**config.mk**
```make
export PLATFORM = sky130hd
export DESIGN_NAME = float_to_int_converter_flat
export DESIGN_NICKNAME = d
export VERILOG_FILES = /design/src/rtl/float_to_int_converter_pkg.sv /design/src/rtl/float_to_int_converter_if.sv /design/src/rtl/float_to_int_converter_unpack.sv /design/src/rtl/float_to_int_converter.sv /design/src/flat_wrapper.sv
export SDC_FILE = /design/constraint.sdc
export NUM_CORES = 1
export LEC_CHECK = 0
export ABC_AREA = 1
export BUFFER_PORTS_ARGS = -buffer_cell sky130_fd_sc_hd__buf_2
export CAP_MARGIN = 20
export CELL_PAD_IN_SITES_DETAIL_PLACEMENT = 0
export CELL_PAD_IN_SITES_GLOBAL_PLACEMENT = 2
export CORE_ASPECT_RATIO = 1.5
export CORE_MARGIN = 2
export CORE_UTILIZATION = 32
export CTS_CLUSTER_DIAMETER = 150
export CTS_CLUSTER_SIZE = 28
export DETAILED_ROUTE_END_ITERATION = 10
export PLACE_DENSITY_LB_ADDON = 0.08
export SETUP_SLACK_MARGIN = 0.2
export SLEW_MARGIN = 0
export SYNTH_ARGS = -nofsm -noshare
export SYNTH_HDL_FRONTEND = slang
export SYNTH_SLANG_ARGS = --single-unit
```
**constraint.sdc**
```tcl
create_clock -name clock -period 6.4 [get_ports clock]
set_input_delay 1.28 -clock clock [delete_from_list [all_inputs] [get_ports clock]]
set_output_delay 1.28 -clock clock [all_outputs]
set_load 0.005 [all_outputs]
```
**src/rtl/float_to_int_converter_pkg.sv**
```systemverilog
// float_to_int_converter_pkg: shared FP32 field layout, flag indices, rounding modes and the
// unpacked-operand record used by the float-domain units.
package float_to_int_converter_pkg;
    localparam int EXP_W = 8;
    localparam int MAN_W = 23;
    localparam int SIG_W = 24;
    localparam int BIAS = 127;
    localparam int FLAG_NV = 4;
    localparam int FLAG_DZ = 3;
    localparam int FLAG_OF = 2;
    localparam int FLAG_UF = 1;
    localparam int FLAG_NX = 0;
    typedef enum logic [2:0] {
        RNE = 3'd0,
        RTZ = 3'd1,
        RDN = 3'd2,
        RUP = 3'd3,
        RMM = 3'd4
    } rounding_mode_e;
    typedef struct packed {
        logic sign;
        logic signed [9:0] exp;
        logic [SIG_W-1:0] sig;
        logic is_zero;
        logic is_nan;
        logic is_inf;
    } fp32_class_t;
endpackage

```
**src/rtl/float_to_int_converter_if.sv**
```systemverilog
// float_to_int_converter_if: operand and result handshakes of the converter.
interface float_to_int_converter_if;
    logic in_valid;
    logic in_ready;
    logic [31:0] in_a;
    logic in_signed;
    logic [2:0] roundingMode;
    logic out_valid;
    logic out_ready;
    logic [31:0] out_bits;
    logic [4:0] exceptionFlags;
    modport master (
        output in_valid, in_a, in_signed, roundingMode, out_ready,
        input in_ready, out_valid, out_bits, exceptionFlags
    );
    modport slave (
        input in_valid, in_a, in_signed, roundingMode, out_ready,
        output in_ready, out_valid, out_bits, exceptionFlags
    );
endinterface

```
**src/rtl/float_to_int_converter_unpack.sv**
```systemverilog
// fp32_unpack: splits a binary32 word into sign, unbiased exponent, significand and class.
module fp32_unpack
    import float_to_int_converter_pkg::*;
(
    input logic [31:0] a_i,
    output fp32_class_t cls_o
);
    logic [EXP_W-1:0] ef;
    logic [MAN_W-1:0] mf;
    assign ef = a_i[30:23];
    assign mf = a_i[22:0];
    always_comb begin
        cls_o.sign = a_i[31];
        cls_o.exp = ef == '0 ? -10'sd126 : $signed({2'b0, ef}) - 10'(BIAS);
        cls_o.sig = {ef != '0, mf};
        cls_o.is_zero = ef == '0 && mf == '0;
        cls_o.is_nan = &ef && |mf;
        cls_o.is_inf = &ef && !(|mf);
    end
endmodule

```
**src/rtl/float_to_int_converter.sv**
```systemverilog
// float_to_int_converter: two-stage binary32 -> int32/uint32 conversion with RISC-V
// saturation; S1 unpacks, S2 shifts, rounds and saturates into the output register.
module float_to_int_converter
    import float_to_int_converter_pkg::*;
#(
    parameter int EXP_WIDTH = 8,
    parameter int SIG_WIDTH = 24,
    parameter int INT_WIDTH = 32
) (
    input logic clock,
    input logic reset,
    float_to_int_converter_if.slave io
);
    if (EXP_WIDTH != 8 || SIG_WIDTH != 24 || INT_WIDTH != 32) begin : g_bad_cfg
        $error("float_to_int_converter supports only binary32 to 32-bit integers");
    end
    fp32_class_t op_d, op_q;
    rounding_mode_e rm_d, rm_q;
    logic s1_valid_q, signed_q, out_valid_q, s2_free;
    logic [31:0] res_d, out_bits_q;
    logic [4:0] flags_d, flags_q;
    logic signed [9:0] e;
    logic [4:0] rsh;
    logic [3:0] lsh;
    logic [47:0] t;
    logic [32:0] int_part, mag;
    logic g, s, inc, huge, range_nv, nv;
    fp32_unpack u_unpack (.a_i(io.in_a), .cls_o(op_d));
    assign rm_d = io.roundingMode > 3'd4 ? RNE : rounding_mode_e'(io.roundingMode);
    assign s2_free = !out_valid_q || io.out_ready;
    assign io.in_ready = !s1_valid_q || s2_free;
    assign io.out_valid = out_valid_q;
    assign io.out_bits = out_bits_q;
    assign io.exceptionFlags = flags_q;
    always_ff @(posedge clock) begin
        if (reset) begin
            s1_valid_q <= 1'b0;
            op_q <= '0;
            signed_q <= 1'b0;
            rm_q <= RNE;
        end else if (io.in_ready) begin
            s1_valid_q <= io.in_valid;
            op_q <= op_d;
            signed_q <= io.in_signed;
            rm_q <= rm_d;
        end
    end
    // Right shift keeps 24 bits below the binary point: t[23] is guard, t[22:0] feed sticky.
    always_comb begin
        e = op_q.exp;
        rsh = 5'(10'sd23 - e);
        lsh = 4'(e - 10'sd23);
        t = {op_q.sig, 24'b0} >> rsh;
        huge = e >= 10'sd32;
        int_part = e >= 10'sd23 ? 33'(op_q.sig) << lsh : e >= -10'sd1 ? 33'(t[47:24]) : 33'b0;
        g = e < 10'sd23 && e >= -10'sd1 && t[23];
        s = e < 10'sd23 && (e >= -10'sd1 ? |t[22:0] : |op_q.sig);
        inc = rm_q == RTZ ? 1'b0 :
              rm_q == RDN ? op_q.sign && (g || s) :
              rm_q == RUP ? !op_q.sign && (g || s) :
              rm_q == RMM ? g : g && (s || int_part[0]);
        mag = int_part + 33'(inc);
        range_nv = signed_q ? (op_q.sign ? mag > 33'h080000000 : mag > 33'h07fffffff)
                            : (op_q.sign ? mag != 33'b0 : mag[32]);
        nv = !op_q.is_zero && (op_q.is_nan || op_q.is_inf || huge || range_nv);
        res_d = nv ? ((op_q.is_nan || !op_q.sign) ? {!signed_q, {31{1'b1}}} : {signed_q, 31'b0})
                   : (op_q.sign ? 32'(-mag) : mag[31:0]);
        flags_d = '0;
        flags_d[FLAG_NV] = nv;
        flags_d[FLAG_NX] = !nv && (g || s);
    end
    always_ff @(posedge clock) begin
        if (reset) begin
            out_valid_q <= 1'b0;
            out_bits_q <= '0;
            flags_q <= '0;
        end else if (s2_free) begin
            out_valid_q <= s1_valid_q;
            if (s1_valid_q) begin
                out_bits_q <= res_d;
                flags_q <= flags_d;
            end
        end
    end
endmodule

```
**src/flat_wrapper.sv**
```systemverilog
// flat-port wrapper written by rule: the top's interface ports become plain ports
module float_to_int_converter_flat import float_to_int_converter_pkg::*;
#(
    parameter int EXP_WIDTH = 8,
    parameter int SIG_WIDTH = 24,
    parameter int INT_WIDTH = 32
)
  (clock, reset, io_in_valid, io_in_a, io_in_signed, io_roundingMode, io_out_ready, io_in_ready, io_out_valid, io_out_bits, io_exceptionFlags);
  float_to_int_converter_if io_i ();
  input logic clock;
  input logic reset;
  input wire logic [$bits(io_i.in_valid)-1:0] io_in_valid;
  input wire logic [$bits(io_i.in_a)-1:0] io_in_a;
  input wire logic [$bits(io_i.in_signed)-1:0] io_in_signed;
  input wire logic [$bits(io_i.roundingMode)-1:0] io_roundingMode;
  input wire logic [$bits(io_i.out_ready)-1:0] io_out_ready;
  output wire logic [$bits(io_i.in_ready)-1:0] io_in_ready;
  output wire logic [$bits(io_i.out_valid)-1:0] io_out_valid;
  output wire logic [$bits(io_i.out_bits)-1:0] io_out_bits;
  output wire logic [$bits(io_i.exceptionFlags)-1:0] io_exceptionFlags;
  assign io_i.in_valid = io_in_valid;
  assign io_i.in_a = io_in_a;
  assign io_i.in_signed = io_in_signed;
  assign io_i.roundingMode = io_roundingMode;
  assign io_i.out_ready = io_out_ready;
  assign io_in_ready = io_i.in_ready;
  assign io_out_valid = io_i.out_valid;
  assign io_out_bits = io_i.out_bits;
  assign io_exceptionFlags = io_i.exceptionFlags;
  float_to_int_converter #(.EXP_WIDTH(EXP_WIDTH), .SIG_WIDTH(SIG_WIDTH), .INT_WIDTH(INT_WIDTH)) u_core (.clock(clock), .reset(reset), .io(io_i));
endmodule
```
Yosys cells after proc, flatten, opt, wreduce, memory -nomap -nowiden
Cells that the tools add are included.
{"block": "totals", "ff_bits": 78, "in_bits": 40, "word_cells": 80}
{"block": "classes", "addsub": 5, "magnitude_cmp": 7, "n_eq_ne": 4, "n_shift": 2, "n_mux": 15, "n_reduce_logical": 35}
{"cell": "32-bit two-way mux", "count": 3}
{"cell": "48-bit by 5-bit right shift with 48-bit output", "count": 1}
{"cell": "23-bit OR reduction", "count": 2}
{"cell": "33-bit by 1-bit adder with 33-bit output", "count": 1}
{"cell": "33-bit by 31-bit greater-than comparator with 1-bit output (second input constant)", "count": 1}
{"cell": "33-bit by 32-bit greater-than comparator with 1-bit output (second input constant)", "count": 1}
{"cell": "33-bit two-way mux", "count": 1}
{"cell": "33-bit nonzero test", "count": 1}
{"cell": "24-bit by 4-bit left shift with 33-bit output", "count": 1}
{"cell": "32-bit negator", "count": 1}
{"cell": "24-bit two-way mux", "count": 1}
{"cell": "24-bit OR reduction", "count": 1}
{"cell": "23-bit zero test", "count": 1}
{"cell": "1-bit logical AND", "count": 11}
{"cell": "10-bit by 1-bit greater-or-equal comparator with 1-bit output (second input constant)", "count": 1}
{"cell": "10-bit by 6-bit greater-or-equal comparator with 1-bit output (second input constant)", "count": 1}
{"cell": "10-bit by 7-bit greater-or-equal comparator with 1-bit output (second input constant)", "count": 1}
{"cell": "10-bit by 6-bit less-than comparator with 1-bit output (second input constant)", "count": 1}
{"cell": "10-bit two-way mux", "count": 1}
{"cell": "8-bit by 7-bit subtractor with 9-bit output (second input constant)", "count": 1}
{"cell": "8-bit zero test", "count": 1}
{"cell": "1-bit logical OR", "count": 8}
{"cell": "1-bit two-way mux", "count": 8}
{"cell": "8-bit AND reduction", "count": 1}
{"cell": "10 further kinds", "count": 17}

Longest topological paths before layout
Gate-level depths: netlist (run 1).
{"block": "depth", "depth_word": 19, "mapped_depth": 40, "depth_no_buf": 38}

Hierarchy
A second synthesis (run 1) with hierarchy kept.
{"block": "unflattened", "hier_cells": 1552, "hier_area_um2": 8648.3}
{"mod": "float_to_int_converter", "n_inst": 1, "cells_each": 1466, "area_each_um2": 8166.6}
{"mod": "fp32_unpack", "n_inst": 1, "cells_each": 86, "area_each_um2": 481.7}

Least setup slack after synthesis (run 1)
No wires, ideal clock.
{"block": "synth_path", "path_type": "register to register", "start": "reg u_core.op_q (netlist bit u_core.e[3])", "end": "reg u_core.out_bits_q[1] (netlist: u_core.io.out_bits[1])", "arrival_ns": 4.369, "path_slack_ns": 1.899, "stages_incl_launch_ff": 33, "n_path_buf": 4, "path_cell_list": "dfxtp_1 > inv_2 > buf_6 > buf_2 > buf_2 > ha_1 > clkinv_1 > a21oi_1 > nand2_1 > o21ai_0 > a31oi_1 > a211o_1 > a21oi_1 > ha_1 > ha_1 > nand2_2 > nor2_4 > nand2_2 > o21ai_1 > nand2_1 > nor2_1 > nand2_1 > nor2_4 > nand2_1 > nand2_2 > nand3b_1 > nand2_2 > nand2_4 > nand3_2 > buf_4 > nand2_1 > inv_1 > a21oi_1"}
{"block": "synth_via", "elab_chain_len": 18}
{"item": "start, declared", "line_no": "float_to_int_converter.sv:17", "rtl": "fp32_class_t op_d, op_q;"}
{"item": "start signal, assigned", "line_no": "float_to_int_converter.sv:43", "rtl": "op_q <= op_d;"}
{"item": "5-bit subtractor", "line_no": "float_to_int_converter.sv:51", "rtl": "rsh = 5'(10'sd23 - e);"}
{"item": "48-bit by 5-bit right shift with 48-bit output", "line_no": "float_to_int_converter.sv:53", "rtl": "t = {op_q.sig, 24'b0} >> rsh;"}
{"item": "23-bit OR reduction", "line_no": "float_to_int_converter.sv:57", "rtl": "s = e < 10'sd23 && (e >= -10'sd1 ? |t[22:0] : |op_q.sig);"}
{"item": "1-bit two-way mux", "line_no": "float_to_int_converter.sv:57"}
{"item": "1-bit logical AND", "line_no": "float_to_int_converter.sv:57"}
{"item": "1-bit logical OR", "line_no": "float_to_int_converter.sv:61", "rtl": "rm_q == RMM ? g : g && (s || int_part[0]);"}
{"item": "1-bit logical AND", "line_no": "float_to_int_converter.sv:61"}
{"item": "1-bit two-way mux", "line_no": "float_to_int_converter.sv:61"}
{"item": "[2 not listed]"}
{"item": "1-bit two-way mux", "line_no": "float_to_int_converter.sv:58", "rtl": "inc = rm_q == RTZ ? 1'b0 :"}
{"item": "33-bit by 1-bit adder with 33-bit output", "line_no": "float_to_int_converter.sv:62", "rtl": "mag = int_part + 33'(inc);"}
{"item": "33-bit by 31-bit greater-than comparator with 1-bit output (tied with other cells)", "line_no": "float_to_int_converter.sv:63", "rtl": "range_nv = signed_q ? (op_q.sign ? mag > 33'h080000000 : mag > 33'h07fffffff)"}
{"item": "1-bit two-way mux, on equally long branches", "line_no": "float_to_int_converter.sv:63, float_to_int_converter.sv:64"}
{"item": "1-bit two-way mux", "line_no": "float_to_int_converter.sv:63"}
{"item": "1-bit logical OR", "line_no": "float_to_int_converter.sv:65", "rtl": "nv = !op_q.is_zero && (op_q.is_nan || op_q.is_inf || huge || range_nv);"}
{"item": "1-bit logical AND", "line_no": "float_to_int_converter.sv:65"}
{"item": "32-bit two-way mux (*)", "line_no": "float_to_int_converter.sv:66", "rtl": "res_d = nv ? ((op_q.is_nan || !op_q.sign) ? {!signed_q, {31{1'b1}}} : {signed_q, 31'b0})"}
{"item": "end signal, assigned", "line_no": "float_to_int_converter.sv:80", "rtl": "out_bits_q <= res_d;"}
{"item": "end, declared", "line_no": "float_to_int_converter.sv:20", "rtl": "logic [31:0] res_d, out_bits_q;"}
Every way passes the cells marked *; elsewhere a longest branch is shown, timed or not.
A chain may end at the register's enable or synchronous reset.

Worst setup path in the final report (run 1)
{"block": "layout_path", "start": "reg u_core.op_q (netlist bit u_core.e[0])", "end": "reg u_core.out_bits_q[31] (netlist: u_core.io.out_bits[31])"}
The elaborated chain is that of the path after synthesis.

==> metrics, run 1 <==
part of the power in registers=between 20% and 30%; most frequent CP cell=nand2_1; Hold WC Path Type=flop to flop; GRT Total Usage=24.1%; CORE AREA=about 0.026 mm²; reg2reg setup slack=between 0.8 and 0.9 ns; Clock Pin Slew Worst Setup and Hold Paths=approximately 0.06 ns; crit path kind=flop to flop; Die Span Y=slightly above 200 µm; Clock Path Buffers=2; H-tree depth=3; arrival time worst endpoint=roughly 5.8 ns; Synth top area share=between 20% and 30%; asr flop ratio synth=0%; Critical Path End Type=flop; most common flop cell mapped by yosys=dfxtp_1; vias in the first global route=approximately 9,000; layout cells sized above 1=approximately 14%; crit-path max FO=22; Worst EP required=6.65 ns; register area share after synthesis=between 10% and 20%; Die ar.=0.0273 mm²; # port buffers=75; status=completed; die width=roughly 140 µm; total chip power=between 2 and 2.5 mW; Ant. Diodes=0; worst slew pin tran=about 0.87 ns; clk_skew=0.00877 ns; relative slew slack=a little over two fifths; GRT overflow=0; P per Cell Area=between 200 and 250 mW/mm²; Comb power frac=between 40% and 50%; largest net degree at the start of global routing=59; period utilisation layout=86.7%; Avg Inst Size Synth=between 5 and 6 µm²; Ys Warns=0; Cells after Synth=1,480; final wirelength=between 30,000 and 40,000 µm; synth cell count leaders=469 x nand2_1, 242 x nand3_1, 134 x nor2_1; TNS Setup=0 ns; first-pass GRT wire length=50,700 µm; Remaining DRCs=0; # clock sinks=77; Clk pwr share=~28%; Worst path slowest cell=dfxtp_1; Root Driver=clkbuf_16; Vias/cell=approximately 5; Setup WS pre-CTS=0.671 ns; RSZ-0062 raised after global routing=false; routed len/inst=between 15 and 20 µm; clk_lat worst skew=0.35 ns; Mapped Area=0.00832 mm²; initial antenna violation count=0; Finish-stage setup viols=0; Switching Fraction=between 40% and 50%; post-synth top area cell=nand2_1; Worst path max stage delay=around 0.49 ns; CTS tree=yes; RR Endpoint=u_core.io.out_bits[31]; gpl congestion=between 0.9 and 1; Max VDD drop=0.148 mV; final slew viol count=0; clock buffer count from CTS=9; Int Pwr=about 1.1 mW; Fmax=around 180 MHz; minimum clock period=between 5 and 6 ns; post-route ant nets=0; count leader, synth=nand2_1; Max Cap Viol=0; Post-synth EDFFs=0; layout net count=around 1,600; CP startpoint kind=flop; post-route setup slack=0.852 ns; post-cts hold buffer count=0; reg2reg path depth=33; #FFs+latches synth=77; hold_sp=u_core.io.exceptionFlags[0]; reg-to-reg startpoint=u_core.e[0]; hold path endpoint=u_core.io.exceptionFlags[0]; Initial DRC Count=~470; Area Overhead vs Synth=10.2%; switching pwr=~0.88 mW; drt pass-1 iters=7; Unique masters post-synth=54; DR vias=around 9,500; WHS Path Cells=2; post-layout util=between 30% and 40%; Initial Utilization=32.4%; Cell Rows=72; largest cells by area after synthesis=nand2_1 21%, dfxtp_1 19%, nand3_1 15%; WHS=0.462 ns; DP HPWL=roughly 27,000 µm; Leak=approximately 4.5 nW; Hold Fails Final Rpt=0; # IOs=between 70 and 80
-- what timing repair did --
action                     4_1_cts  5_1_grt
resized for setup                0        5
setup endpoints to repair        0       32
buffers inserted                 0        0
-- flip-flops by register name, summed over array words and instances (netlist names) --
register and flops:
u_core.io.out_bits 32, u_core.op_q 28, u_core.e 9, u_core.rm_q 3, u_core.io.exceptionFlags 2, u_core.io.out_valid 1, u_core.s1_valid_q 1, u_core.signed_q 1
-- kinds of logic after synthesis --
family / share of synthesized area (%)
and+or+nand+nor: 53.3
other: 0.0451
adders and majority gates: 1.20
buffers and inverters: 12.4
AOI/OAI and AO/OA: 11.0
DFF: 18.5
xor gates and xnor gates: 3.57
-- critical path: cells and delay by family (launching register included) --
kind | cells | cell delay, ns
adders and majority gates | 2 | 0.53
DFF | 1 | 0.49
AOI/OAI and AO/OA | 9 | 1.33
buffers and inverters | 2 | 0.37
and+or+nand+nor | 20 | 2.73
-- cells in the final DEF, fill, tap and decap left out, types with 10 or more instances in the layout --
cell | Yosys | routed
a21oi_1 | 84 | 84
buf_2 | 17 | 75
buf_4 | 16 | 23
dfxtp_1 | 77 | 76
inv_1 | 120 | 120
inv_2 | 13 | 12
nand2_1 | 469 | 469
nand2_2 | 33 | 33
nand3_1 | 242 | 242
nand3b_1 | 10 | 10
nand4_1 | 26 | 26
nor2_1 | 134 | 132
nor2_2 | 11 | 12
o21ai_0 | 57 | 57
xnor2_1 | 16 | 15
xor2_1 | 16 | 16
-- how the worst max path moves through the flow --
stage | start | endpoint | slack, ns
after floorplan | u_core.e[3] | u_core.io.out_bits[1] | 1.90
after global placement | u_core.e[1] | u_core.io.out_bits[4] | 0.69
after detailed placement | u_core.e[1] | u_core.io.out_bits[31] | 0.67
after CTS | u_core.e[1] | u_core.io.out_bits[31] | 0.66
after global routing | u_core.e[0] | u_core.io.out_bits[31] | 0.20
final | u_core.e[0] | u_core.io.out_bits[31] | 0.85
-- layer usage --
layer / vias up / wire, µm / track usage, %
li1: 4876 / - / -
met1: 4298 / 12200 / 24.9
met2: 219 / 18600 / 48.3
met3: 60 / 798 / 2.09
met4: 0 / 1300 / 9.71
met5: - / 0 / 0
-- stage by stage --
step                instances  instance area [µm²]
finish                   1856                 9170
global route             1856                 9170
CTS                      1856                 9150
detailed placement       1840                 8830
global placement         1840                 8830
floorplan                1482                 8320
-- power by group through the flow --
stage / clock [mW] / combinational (mW) / sequential (mW)
after floorplan: 0 / 0.665 / 0.546
after global routing: 0.614 / 1.01 / 0.550
after CTS: 0.596 / 0.898 / 0.547
after detailed placement: 0 / 0.894 / 0.557
final: 0.575 / 0.896 / 0.546
after global placement: 0 / 0.899 / 0.557
-- cell type report --
| class | count | area [µm²] |
|---|---|---|
| fill | 3051 | 16500 |
| multi-input combinational | 1189 | 5780 |
| sequential | 77 | 1540 |
| inverter | 143 | 559 |
| timing repair buffer | 98 | 548 |
| tap | 333 | 417 |
| clock buffer | 10 | 229 |
| clock inverter | 6 | 93.8 |
Note: power is estimated with default switching activity, not from simulation.
==> run 2, diff against run 1 <==
--- a/config.mk
+++ b/config.mk
@@ -5,14 +5,13 @@
 export SDC_FILE = /design/constraint.sdc
 export NUM_CORES = 1
 export LEC_CHECK = 0
-export ABC_AREA = 1
 export BUFFER_PORTS_ARGS = -buffer_cell sky130_fd_sc_hd__buf_2
 export CAP_MARGIN = 20
 export CELL_PAD_IN_SITES_DETAIL_PLACEMENT = 0
 export CELL_PAD_IN_SITES_GLOBAL_PLACEMENT = 2
 export CORE_ASPECT_RATIO = 1.5
 export CORE_MARGIN = 2
-export CORE_UTILIZATION = 32
+export CORE_UTILIZATION = 37
 export CTS_CLUSTER_DIAMETER = 150
 export CTS_CLUSTER_SIZE = 28
 export DETAILED_ROUTE_END_ITERATION = 10
==> run 2 against run 1 <==
Critical path depth decreased by 4. Critical endpoint is now u_core.io.out_bits[2]. Critical path type unchanged. Synthesized cell count shrank 29%. Combinational power up 10%.
==> metrics, run 2 <==
largest family of logic cells by synthesized area=compound AO/OA/AOI/OAI gates (was simple AND/OR/NAND/NOR gates); Leak=3.98 nW (was 4.45 nW); Cells after Synth=1,056 (was 1,480); switching pwr=0.833 mW (was 0.876 mW); routed len/inst=22.7 µm (was 17.7 µm); drt pass-1 iters=6 (was 7); Worst path slowest cell=mux4_2 (was dfxtp_1); period utilisation layout=95.9% (was 86.7%); Largest register FFs=32 (unchanged); Post-Place Cell Area=0.00950 mm² (was 0.00883 mm²); Unique masters post-synth=95 (was 54); Max Cap Viol=0 (unchanged); Area Overhead vs Synth=22.3% (was 10.2%); clk_skew=0.0164 ns (was 0.00877 ns); GRT Total Usage=26.3% (was 24.1%); minimum clock period=6.14 ns (was 5.55 ns); Vias/cell=6.03 (was 5.09); hold_sp=u_core.io.exceptionFlags[4] (was u_core.io.exceptionFlags[0]); Int Pwr=1.34 mW (was 1.14 mW); Critical Path End Type=flop (unchanged); CP startpoint kind=flop (unchanged); post-layout util=45.8% (was 35.7%); Synth top area share=17.9% (was 21.2%); CORE AREA=0.0230 mm² (was 0.0257 mm²); Initial Utilization=37.5% (was 32.4%); Fmax=163 MHz (was 180 MHz); WHS Path Cells=2 (unchanged); Avg Inst Size Synth=8.15 µm² (was 5.62 µm²); Initial DRC Count=608 (was 465); Hold WC Path Type=flop to flop (unchanged); crit path kind=flop to flop (unchanged); part of the power in registers=25.7% (was 27.1%); largest net degree at the start of global routing=75 (was 59); CTS tree=yes (unchanged); Comb power frac=45.5% (was 44.4%); DP HPWL=25,200 µm (was 27,100 µm); xor/xnor share of the synthesized area=6.80% (was 3.57%); Simple-Gate Fraction of Synth Area=21.7% (was 53.3%); relative slew slack=45.0% (was 41.9%); Compound-Gate Fraction of Synth Area=22.9% (was 11.0%); reg2reg setup slack=0.26 ns (was 0.85 ns); layout net count=1,204 (was 1,566); TNS Setup=0 ns (unchanged); Worst EP required=6.68 ns (was 6.65 ns); Max VDD drop=0.143 mV (was 0.148 mV); Post-synth EDFFs=0 (unchanged); clock buffer count from CTS=9 (unchanged); first-pass GRT wire length=49,400 µm (was 50,700 µm); arrival time worst endpoint=6.42 ns (was 5.80 ns); Cell Rows=68 (was 72); Switching Fraction=38.3% (was 43.4%); Clk pwr share=28.8% (was 28.5%); P per Cell Area=207 mW/mm² (was 220 mW/mm²); # IOs=79 (unchanged); gpl congestion=0.904 (was 0.976); layout cells sized above 1=32.7% (was 13.6%); largest cells by area after synthesis=dfxtp_1 18%, mux4_2 9.9%, mux2i_1 7.8% (was nand2_1 21%, dfxtp_1 19%, nand3_1 15%); RSZ-0062 raised after global routing=true (was false); count leader, synth=nand2_1 (unchanged); DR vias=8,683 (was 9,453); #FFs+latches synth=77 (unchanged); Post-Synth Adder-Cell Area=1.16% (was 1.20%); Finish-stage setup viols=0 (unchanged); Ys Warns=0 (unchanged); H-tree depth=3 (unchanged); synth cell count leaders=116 x nand2_1, 79 x a21oi_1, 77 x dfxtp_1 (was 469 x nand2_1, 242 x nand3_1, 134 x nor2_1); Root Driver=clkbuf_16 (unchanged); Ant. Diodes=0 (unchanged); Mapped Area=0.00861 mm² (was 0.00832 mm²); initial antenna violation count=0 (unchanged); die width=129 µm (was 136 µm); clk_lat worst skew=0.37 ns (was 0.35 ns); Die Span Y=191 µm (was 201 µm); most common flop cell mapped by yosys=dfxtp_1 (unchanged); Die ar.=0.0245 mm² (was 0.0273 mm²); Clock Pin Slew Worst Setup and Hold Paths=0.07 ns (was 0.06 ns); hold path endpoint=u_core.io.exceptionFlags[4] (was u_core.io.exceptionFlags[0]); worst slew pin tran=0.825 ns (was 0.872 ns); WHS=0.461 ns (was 0.462 ns); vias in the first global route=8,407 (was 9,239); most frequent cells in the layout=116 x nand2_1, 102 x buf_4, 75 x buf_2 (was 469 x nand2_1, 242 x nand3_1, 132 x nor2_1); Design Area, Final=0.0105 mm² (was 0.00917 mm²); status=completed (unchanged); crit-path max FO=7 (was 22); commonest non-fill, non-tap cell in the layout=nand2_1 (unchanged); # clock sinks=77 (unchanged); final slew viol count=0 (unchanged); RR Endpoint=u_core.io.out_bits[2] (was u_core.io.out_bits[31]); Remaining DRCs=0 (unchanged); Clock Path Buffers=2 (unchanged); final wirelength=32,700 µm (was 32,900 µm); register area share after synthesis=17.9% (was 18.5%); post-route ant nets=0 (unchanged); reg-to-reg startpoint=u_core.e[1] (was u_core.e[0]); GRT overflow=0 (unchanged); total chip power=2.18 mW (was 2.02 mW); post-synth top area cell=dfxtp_1 (was nand2_1); Hold Fails Final Rpt=0 (unchanged); # port buffers=75 (unchanged); asr flop ratio synth=0% (unchanged); post-synthesis mux area share=21.8% (was 0%); reg2reg path depth=29 (was 33); Worst path max stage delay=0.50 ns (was 0.49 ns)
## run 2: final cells by class
class | count | area (µm²)
flip-flops and latches | 77 | 1560
clock buffers | 10 | 239
well taps | 280 | 350
repair buffers | 192 | 1430
clock inverters | 6 | 116
fillers | 2390 | 12400
multi-input cells | 856 | 6760
inverters | 20 | 75.1
## run 2: cells by family after synthesis
kind of cell	count (synthesis)
AOI/OAI and AO/OA	277
xor gates and xnor gates	63
adders and majority gates	8
buffers and inverters	125
DFF	77
muxes	136
other	1
and+or+nand+nor	369
## run 2: power groups by stage
stage	registers, mW	clock network, mW	logic, mW
after floorplan	0.542	0	0.664
after global placement	0.567	0	0.896
after detailed placement	0.568	0	0.896
after CTS	0.556	0.640	0.924
after global routing	0.561	0.662	1.07
final	0.558	0.627	0.990
## run 2: worst max-delay path: cells and delay by family (launching register included)
family / cells / cell delay, ns
muxes: 3 / 1.09
DFF: 1 / 0.37
AOI/OAI and AO/OA: 12 / 1.69
and+or+nand+nor: 7 / 1.76
adders and majority gates: 2 / 0.39
buffers and inverters: 5 / 0.77
## run 2: through the flow
stage               setup WS, ns  std cells
global route              0.0402       1441
CTS                        0.229       1417
floorplan                  0.235       1058
finish                     0.260       1441
global placement          0.0554       1391
detailed placement       -0.0461       1391
## run 2: repair_timing
action                                  CTS  global route
pin swaps                                 5            38
endpoints found under the setup margin   33            34
resized for setup                        14            63
hold buffers                              0             0
setup buffers                             8            21
gates cloned                              2             2
## run 2: worst max-delay path by stage
stage | start | to | slack, ns
after floorplan | u_core.e[1] | u_core.io.out_bits[13] | 0.23
after global routing | u_core.e[1] | u_core.io.out_bits[4] | 0.04
after CTS | u_core.e[1] | u_core.io.out_bits[18] | 0.23
final | u_core.e[1] | u_core.io.out_bits[2] | 0.26
after detailed placement | u_core.e[1] | u_core.io.out_bits[18] | -0.05
after global placement | u_core.e[1] | u_core.io.out_bits[2] | 0.06
## run 2: per-layer routing
layer / up-vias / share of wire [%] / global-route usage (%)
met2: 250 / 53 / 49.2
met1: 4187 / 38 / 28.6
met5: - / 0 / 0
met4: 0 / 5.7 / 13.8
met3: 86 / 3.2 / 3.34
li1: 4160 / - / -
==> run 3, diff against run 2 <==
--- a/config.mk
+++ b/config.mk
@@ -10,12 +10,11 @@
 export CELL_PAD_IN_SITES_DETAIL_PLACEMENT = 0
 export CELL_PAD_IN_SITES_GLOBAL_PLACEMENT = 2
 export CORE_ASPECT_RATIO = 1.5
-export CORE_MARGIN = 2
 export CORE_UTILIZATION = 37
 export CTS_CLUSTER_DIAMETER = 150
 export CTS_CLUSTER_SIZE = 28
 export DETAILED_ROUTE_END_ITERATION = 10
-export PLACE_DENSITY_LB_ADDON = 0.08
+export PLACE_DENSITY_LB_ADDON = 0.1
 export SETUP_SLACK_MARGIN = 0.2
 export SLEW_MARGIN = 0
 export SYNTH_ARGS = -nofsm -noshare
==> run 3 against run 2 <==
Global-route usage rose by 0.60 points. Design area fell by 1.8%. Cell count is 0.56% lower. Core utilization down 0.66 points. Worst setup slack better by 0.10 ns. Register-to-register slack improved by 0.10 ns. Clock skew decreased by 0.011 ns. Flip-flop and latch count stayed put. Clock power fell by 16%. Clock-buffer cell count unchanged. Sequential share of layout area is 0.22 points higher. Largest power group unchanged.
==> metrics, run 3 (synthesis results as in run 2) <==
P per Cell Area=198 mW/mm² (was 207 mW/mm²); status=completed (unchanged); TNS Setup=0 ns (unchanged); Initial Utilization=37.6% (was 37.5%); gpl congestion=0.920 (was 0.904); Finish-stage setup viols=0 (unchanged); area of the multi-input gates=0.00667 mm² (was 0.00676 mm²); Root Driver=clkbuf_16 (unchanged); CTS tree=yes (unchanged); clock buffer count from CTS=9 (unchanged); Critical Path End Type=flop (unchanged); Ant. Diodes=0 (unchanged); reg-to-reg startpoint=u_core.e[1] (unchanged); CORE AREA=0.0229 mm² (was 0.0230 mm²); Initial DRC Count=574 (was 608); DR vias=8,648 (was 8,683); die width=127 µm (was 129 µm); Largest register FFs=32 (unchanged); final slew viol count=0 (unchanged); # clock sinks=77 (unchanged); H-tree depth=3 (unchanged); reg2reg setup slack=0.36 ns (was 0.26 ns); Worst path slowest cell=mux4_2 (unchanged); Remaining DRCs=0 (unchanged); Vias/cell=6.03 (about the same); post-route ant nets=0 (unchanged); drt pass-1 iters=7 (was 6); # IOs=79 (unchanged); commonest non-fill, non-tap cell in the layout=nand2_1 (unchanged); clk_skew=0.00526 ns (was 0.0164 ns); reg2reg path depth=26 (was 29); arrival time worst endpoint=6.33 ns (was 6.42 ns); first-pass GRT wire length=49,200 µm (was 49,400 µm); final wirelength=32,200 µm (was 32,700 µm); crit path kind=flop to flop (unchanged); initial antenna violation count=0 (unchanged); Leak=3.88 nW (was 3.98 nW); post-cts hold buffer count=0 (unchanged); routed len/inst=22.5 µm (was 22.7 µm); Worst path max stage delay=0.53 ns (was 0.50 ns); Hold Fails Final Rpt=0 (unchanged); Cell Rows=68 (unchanged); post-route setup slack=0.365 ns (was 0.260 ns); Area Overhead vs Synth=20.1% (was 22.3%); CP startpoint=u_core.e[1] (unchanged); Clock Path Buffers=2 (unchanged); DP HPWL=25,000 µm (was 25,200 µm); GRT overflow=0 (unchanged); minimum clock period=6.04 ns (was 6.14 ns); Clock Pin Slew Worst Setup and Hold Paths=0.06 ns (was 0.07 ns); post-layout util=45.2% (was 45.8%); fillers=2,350 (was 2,390); layout cells sized above 1=31.0% (was 32.7%); clk_lat worst skew=0.36 ns (was 0.37 ns); GRT Total Usage=26.9% (was 26.3%); crit-path max FO=6 (was 7); layout net count=1,196 (was 1,204); # port buffers=75 (unchanged); WHS=0.467 ns (was 0.461 ns); worst slew pin tran=0.908 ns (was 0.825 ns); Die Span Y=189 µm (was 191 µm); Die ar.=0.0239 mm² (was 0.0245 mm²); Worst EP required=6.69 ns (was 6.68 ns); RR Endpoint=u_core.io.exceptionFlags[0] (was u_core.io.out_bits[2]); register area=0.00155 mm² (was 0.00156 mm²); largest net degree at the start of global routing=49 (was 75); period utilisation layout=94.3% (was 95.9%); relative slew slack=39.5% (was 45.0%); most frequent cells in the layout=116 x nand2_1, 94 x buf_4, 75 x buf_2 (was 116 x nand2_1, 102 x buf_4, 75 x buf_2); Max VDD drop=0.125 mV (was 0.143 mV); Setup WS pre-CTS=0.0144 ns (was -0.0461 ns); vias in the first global route=8,376 (was 8,407); crit path to=u_core.io.exceptionFlags[0] (was u_core.io.out_bits[2]); Hold WC Path Type=flop to flop (unchanged); Max Cap Viol=0 (unchanged); CP startpoint kind=flop (unchanged); Fmax=166 MHz (was 163 MHz); RSZ-0062 raised after global routing=true (unchanged)
-- run 3: changes by cell type in the layout (fill, tap and decap cells not counted), sizes merged --
cell,before,now
bufinv,3,1
clkinv,1,0
buf,189,179
clkinvlp,0,3
clkbuf,12,14
-- run 3: per-stage QoR --
| step | instance area, µm² | cells | total power, mW |
|---|---|---|---|
| detailed placement | 9450 | 1386 | 1.46 |
| floorplan | 8750 | 1058 | 1.21 |
| global route | 10300 | 1433 | 2.17 |
| CTS | 9810 | 1404 | 2.00 |
| global placement | 9450 | 1386 | 1.46 |
| finish | 10300 | 1433 | 2.05 |
-- run 3: how the worst min path moves through the flow --
stage               slack (ns)  cells after the start                         from                           to
floorplan                 0.44                      2               u_core.rm_q[0]               u_core.rm_q[0]
CTS                       0.47                      2  u_core.io.exceptionFlags[4]  u_core.io.exceptionFlags[4]
finish                    0.47                      2  u_core.io.exceptionFlags[4]  u_core.io.exceptionFlags[4]
global route              0.50                      2              u_core.op_q[21]              u_core.op_q[21]
global placement          0.46                      2  u_core.io.exceptionFlags[4]  u_core.io.exceptionFlags[4]
detailed placement        0.46                      2  u_core.io.exceptionFlags[4]  u_core.io.exceptionFlags[4]
-- run 3: timing repair --
action,in CTS,in global routing
setup buffers,1,24
endpoints found under the setup margin,32,34
gates resized for setup,6,48
cloned,1,5
pin swaps,2,27
-- run 3: critical path: cells and delay by family (launching register included) --
family                   cells  cell delay, ns
AND/OR/NAND/NOR              7            1.80
flip-flops                   1            0.42
AO/OA/AOI/OAI               11            1.84
multiplexers                 2            1.05
adder cells (fa/ha/maj)      2            0.37
buffers and inverters        4            0.49
-- run 3: routing by layer --
layer,track usage [%],up-vias,share of wire [%]
met5,0,-,0
met4,17.0,0,5.9
met3,3.55,99,3.8
met2,49.1,297,53
met1,29.1,4105,38
li1,-,4147,-
-- run 3: layout make-up --
type                    count  share of cell area, %
multi-input cells         856                   64.5
flip-flops and latches     77                   15.0
repair buffers            184                   13.5
well taps                 280                   3.39
clock buffers              10                   2.22
inverters                  20                  0.726
clock inverters             6                  0.678
-- run 3: power breakdown --
group	switching (mW)	internal [mW]	total (mW)	leakage, nW
Combinational	0.546	0.420	0.966	3.10
Sequential	0.0441	0.513	0.557	0.637
Clock	0.222	0.305	0.526	0.136
Total	0.811	1.24	2.05	3.88
